===== src/rtl/scroll_pkg.sv =====
// rtl/scroll_pkg.sv - shared constants, state encoding and index helper for the scroll sequencer
package scroll_pkg;

    // All segments are active-low, so an all-ones code lights nothing.
    localparam logic [7:0] SEG_BLANK = 8'hFF;

    typedef enum logic [1:0] {
        ST_IDLE  = 2'd0,
        ST_RUN   = 2'd1,
        ST_PAUSE = 2'd2
    } state_t;

    // Message index shown on digit k (k = 7 is leftmost) for window position pos.
    function automatic int unsigned win_idx(input int unsigned pos,
                                            input int unsigned k,
                                            input int unsigned len);
        return (pos + 7 - k) % len;
    endfunction

endpackage


===== src/rtl/step_prescaler.sv =====
// rtl/step_prescaler.sv - divides clk down to one tick every CLK_DIV enabled cycles
module step_prescaler #(
    parameter int CLK_DIV = 4
) (
    input  logic clk,
    input  logic rst,
    input  logic en,
    input  logic clr,
    output logic tick
);

    localparam int CW = $clog2(CLK_DIV);
    localparam logic [CW-1:0] LAST = CW'(CLK_DIV - 1);

    logic [CW-1:0] cnt;

    // Tick is gated by en so a frozen count never fires.
    assign tick = en && (cnt == LAST);

    // Count only while enabled; hold otherwise so a pause resumes mid-period.
    always_ff @(posedge clk) begin
        if (rst || clr) begin
            cnt <= '0;
        end else if (en) begin
            cnt <= tick ? '0 : cnt + 1'b1;
        end
    end

endmodule


===== src/rtl/scroll_ctrl.sv =====
// rtl/scroll_ctrl.sv - 8-digit sliding window sequencer over a writable segment-code message
module scroll_ctrl
    import scroll_pkg::*;
#(
    parameter int CLK_DIV = 4,
    parameter int MSG_LEN = 16,
    parameter int SEG_W   = 8
) (
    input  logic                       clk,
    input  logic                       rst,
    input  logic                       start,
    input  logic                       stop,
    input  logic                       pause,
    input  logic                       dir,
    input  logic                       wr_en,
    input  logic [$clog2(MSG_LEN)-1:0] wr_addr,
    input  logic [SEG_W-1:0]           wr_data,
    output logic [SEG_W-1:0]           code7,
    output logic [SEG_W-1:0]           code6,
    output logic [SEG_W-1:0]           code5,
    output logic [SEG_W-1:0]           code4,
    output logic [SEG_W-1:0]           code3,
    output logic [SEG_W-1:0]           code2,
    output logic [SEG_W-1:0]           code1,
    output logic [SEG_W-1:0]           code0,
    output logic                       busy,
    output logic                       step
);

    localparam int AW = $clog2(MSG_LEN);
    localparam logic [SEG_W-1:0] BLANK = (SEG_W == 8) ? SEG_W'(SEG_BLANK) : {SEG_W{1'b1}};

    state_t          state, state_nxt;
    logic [AW-1:0]   pos, pos_nxt;
    logic            load_start;
    logic            tick;
    logic            pre_en, pre_clr;
    logic [SEG_W-1:0] msg [MSG_LEN];
    logic [SEG_W-1:0] win [8];

    // Counting only in RUN; cleared while idle so a fresh start begins a full period.
    assign pre_en  = (state == ST_RUN) && !stop;
    assign pre_clr = (state == ST_IDLE) || stop;

    step_prescaler #(
        .CLK_DIV (CLK_DIV)
    ) u_prescaler (
        .clk  (clk),
        .rst  (rst),
        .en   (pre_en),
        .clr  (pre_clr),
        .tick (tick)
    );

    // State register.
    always_ff @(posedge clk) begin
        if (rst) begin
            state <= ST_IDLE;
        end else begin
            state <= state_nxt;
        end
    end

    // Next state; stop overrides start, start overrides pause.
    always_comb begin
        state_nxt  = state;
        load_start = 1'b0;
        case (state)
            ST_IDLE: begin
                if (start) begin
                    state_nxt  = ST_RUN;
                    load_start = 1'b1;
                end
            end
            ST_RUN: begin
                if (pause) begin
                    state_nxt = ST_PAUSE;
                end
            end
            ST_PAUSE: begin
                if (start) begin
                    state_nxt = ST_RUN;
                end
            end
            default: state_nxt = ST_IDLE;
        endcase
        if (stop) begin
            state_nxt  = ST_IDLE;
            load_start = 1'b0;
        end
    end

    // Window position after this edge; dir only matters on a step.
    always_comb begin
        pos_nxt = pos;
        if (load_start) begin
            pos_nxt = '0;
        end else if (tick) begin
            pos_nxt = dir ? pos - 1'b1 : pos + 1'b1;
        end
    end

    // Position register and the eight digit registers, reloaded together.
    always_ff @(posedge clk) begin
        if (rst || stop) begin
            pos <= '0;
            for (int unsigned k = 0; k < 8; k++) begin
                win[3'(k)] <= BLANK;
            end
        end else begin
            pos <= pos_nxt;
            if (load_start || tick) begin
                for (int unsigned k = 0; k < 8; k++) begin
                    win[3'(k)] <= msg[AW'(win_idx(32'(pos_nxt), k, MSG_LEN))];
                end
            end
        end
    end

    // Step pulse lines up with the window change it announces.
    always_ff @(posedge clk) begin
        if (rst) begin
            step <= 1'b0;
        end else begin
            step <= tick;
        end
    end

    // Message store is not reset; a reload on the same edge reads the old contents.
    always_ff @(posedge clk) begin
        if (wr_en) begin
            msg[wr_addr] <= wr_data;
        end
    end

    assign busy  = (state != ST_IDLE);
    assign code7 = win[7];
    assign code6 = win[6];
    assign code5 = win[5];
    assign code4 = win[4];
    assign code3 = win[3];
    assign code2 = win[2];
    assign code1 = win[1];
    assign code0 = win[0];

endmodule


===== config.mk =====
export PLATFORM = sky130hd
export DESIGN_NAME = scroll_ctrl
export DESIGN_NICKNAME = d
export VERILOG_FILES = /design/src/rtl/scroll_pkg.sv /design/src/rtl/step_prescaler.sv /design/src/rtl/scroll_ctrl.sv
export SDC_FILE = /design/constraint.sdc
export NUM_CORES = 1
export LEC_CHECK = 0
export CORE_MARGIN = 5
export CORE_UTILIZATION = 64
export DETAILED_ROUTE_END_ITERATION = 10
export GPL_ROUTABILITY_DRIVEN = 0
export PLACE_DENSITY = 0.86
export SYNTH_ARGS = -nofsm -noshare
export SYNTH_HDL_FRONTEND = slang
export SYNTH_SLANG_ARGS = --single-unit

===== constraint.sdc =====
create_clock -name clk -period 14.4 [get_ports clk]
set_input_delay 3.6 -clock clk [delete_from_list [all_inputs] [get_ports clk]]
set_output_delay 3.6 -clock clk [all_outputs]
set_load 0.02 [all_outputs]

==> reports/qor.txt <==
Largest net degree at the start of global routing -> 66
CP max stage cell -> buf_4
Clock Path Buffers -> 3
Delay-heaviest family, CP -> buffers and inverters
Sw Pwr -> 274 uW
Post-synth cell types -> 51
Hold WC Path Type -> register to register
Gr ovfl total -> 0
Final Hold Fails -> 0
Pwr dens -> 96.4 nW/um^2
WL per Instance -> 32.5 microns
Port Buf Inserts -> 84
TritonCTS buffer count -> 21
Synth Net Count -> 719
Critical Path Source -> stop
Critical-path cell list -> clkdlybuf4s50_1 -> or2_1 -> o21ai_0 -> and2_4 -> ha_2 -> buf_4 -> inv_2 -> buf_4 -> mux4_2 -> mux4_2 -> nand2b_1
Post-synth top area cell -> edfxtp_1
#FFs+latches synth -> 201
Reg power frac -> 50.4%
Max rail drop VDD -> 0.0951 mV
Async S/R FF share, synth -> 0%
Number of nets with antenna violations after routing -> 0
Final period util -> 57.3%
Outcome -> complete, no violations
Synthesized instance count -> 693
Number of gates resized after cts -> 0
Core Area -> 18100 sq um
Synth cell count leaders -> edfxtp_1, mux4_2, nand2b_1, clkbuf_1
Synth area leaders -> edfxtp_1, mux4_2, nand2b_1
Seq/Total Area, Yosys -> 49.9%
Avg Vias per Cell -> 8.05
Internal power -> 1040 uW
Clock power frac -> 44.3%
Setup tns final -> 0 ps
CTS tree -> yes
Slew @ Worst Pin -> 1320 ps
H-tree depth -> 1
Area share of the largest cell type after synthesis -> 48.4%
Lkg Pwr -> 0.00434 uW
Setup Buffers After CTS -> 0
Buffers & Inverters on Critical Path -> 4
Kind of critical path -> input pin to register
Total power -> 1320 uW
Final worst path period need -> 8260 ps
Initial core utilization -> 65.6%
Iteration-0 DRC Markers -> 1450
First-pass iteration count of the detailed router -> 8
CP endpoint kind -> register
HP Start -> u_prescaler.cnt[1]$_SDFFE_PP0P_
Final WL -> 32.5 mm
Headroom to the max-slew limit -> 11.7%
DP HPWL -> 21.9 mm
Most numerous cell in the Yosys netlist -> edfxtp_1
Worst-skew pair later-pin latency -> 510 ps
Slew Limit Fails -> 0
Clk root buf -> clkbuf_16
Vert. Die Dim -> 146 microns
Gr usage total -> 30.3%
Drt drc -> 0
Die W -> 146 microns
Synth Flop Type -> edfxtp_1
Critical Path RT -> 14630 ps
Multi-input logic area -> 5730 sq um
Die ar. -> 21400 sq um
Combinational Power Share -> 5.2%
Critical path arrival -> 8480 ps
Fmax -> 121 MHz
Syn-to-layout area delta -> 14.5%
ANT cells -> 0
Ratio of cells with drive above 1 in the final layout -> 30.1%
Via Count -> 8053
Startpoint types -> input pin
First-pass GRT wire length -> 49.1 mm
Nets -> 783
Max FO, Critical Path -> 53
Row count -> 49
Vias in the first global route -> 7761
Sequential Area -> 5950 sq um
Clock Pin Slew Worst Setup and Hold Paths -> 60 ps
Post-Syn Area -> 11900 sq um
Max Cap Viol -> 0
RSZ-0062 raised after global routing -> no
Number of synthesized flops with an enable pin -> 192
Top Ports -> 85
Final setup fails -> 0
Fill cell count -> 954
Syn Area/Cell -> 17.2 sq um
Final Util -> 75.2%
Worst path max stage delay -> 700 ps
R2r startpoint -> state[1]$_SDFFE_PP0P_
Sink Count -> 201
Hold-fix buffers at CTS -> 0
Clock skew -> 13.8 ps
Sw Share -> 20.8%
Syn. warnings -> 0
Antenna violations before repair -> 0
==> tightest hold or removal path, cell delays in order, from the launching register on <==
cell	delay, ps
dfxtp_1	340
a21oi_1	70
nor2_1	70
==> path summary, 6_finish.rpt <==
path,slack [ps],depth (start not counted),end
worst max-delay path,6140,11,win[0][10]$_SDFFCE_PN1P_
worst min-delay path,510,2,u_prescaler.cnt[1]$_SDFFE_PP0P_
worst max register to register,9280,10,win[0][10]$_SDFFCE_PN1P_
worst min register to register,510,2,u_prescaler.cnt[1]$_SDFFE_PP0P_
==> flip-flops by register name (all words and copies together), names as in the netlist <==
register / flops
msg: 128
pos: 4
state: 2
step: 1
u_prescaler.cnt: 2
win: 64
==> routing by layer <==
| metal | track usage [%] | routed length [microns] |
|---|---|---|
| met1 | 42.7 | 10800 |
| met2 | 47.1 | 15300 |
| met3 | 8.74 | 5210 |
| met4 | 8.98 | 1130 |
| met5 | 0 | 0 |
==> per-stage QoR <==
stage	worst slack (ps)	hold slack, ps	std cells	area, sq um
CTS	6150	507	1000	13600
detailed placement	5650	491	963	12900
floorplan	5480	458	693	11900
finish	6140	509	1000	13600
global route	5800	571	1000	13600
global placement	5880	470	963	12900
==> cell usage in the layout, fill, tap and decap left out, types with 3 or more instances in the layout <==
master / Yosys / routed
inv_1: 5 / 4
mux4_1: 4 / 4
nor3_1: 10 / 6
dfxtp_1: 9 / 9
clkinv_1: 0 / 3
buf_4: 5 / 11
clkbuf_16: 0 / 21
o2111ai_1: 6 / 6
mux2i_1: 22 / 22
nor3_2: 0 / 4
mux4_2: 164 / 164
a31oi_1: 11 / 11
or3b_2: 3 / 3
nor2_1: 24 / 24
nand3_1: 23 / 23
bufinv_16: 0 / 5
o21ai_0: 4 / 3
a2111oi_0: 8 / 8
nand2b_1: 44 / 44
clkbuf_1: 30 / 3
xnor3_1: 4 / 4
a211oi_1: 18 / 18
clkdlybuf4s50_1: 0 / 84
clkinv_2: 0 / 3
and3_1: 24 / 24
a21oi_1: 10 / 10
xnor2_2: 4 / 4
edfxtp_1: 192 / 192
nand2_1: 11 / 11
ha_1: 6 / 4
==> cells by family after synthesis <==
group | after synthesis | synth area share [%]
AOI/OAI and AO/OA | 66 | 4.08
xor gates and xnor gates | 11 | 1.72
adders and majority gates | 7 | 0.798
buffers and inverters | 60 | 2.26
DFF | 201 | 49.9
muxes | 192 | 33.9
and+or+nand+nor | 156 | 7.28
==> final cells by class <==
class | count | share of cell area (%)
Clock buffer | 24 | 3.94
Timing Repair Buffer | 95 | 6.77
Clock inverter | 13 | 1.41
Inverter | 6 | 0.165
Tap cell | 229 | 2.10
Multi-Input combinational cell | 432 | 42.0
Sequential cell | 201 | 43.6
==> power groups by stage <==
| stage | sequential, uW | combinational (uW) | clock, uW |
|---|---|---|---|
| 2_1_floorplan | 678 | 30.2 | 0 |
| 3_3_place_gp | 673 | 64.1 | 0 |
| 3_5_place_dp | 675 | 66.8 | 0 |
| 4_1_cts | 663 | 67.8 | 584 |
| 5_1_grt | 664 | 71.8 | 612 |
| 6_report | 663 | 69.0 | 583 |
Note: power is estimated with default switching activity, not from simulation.
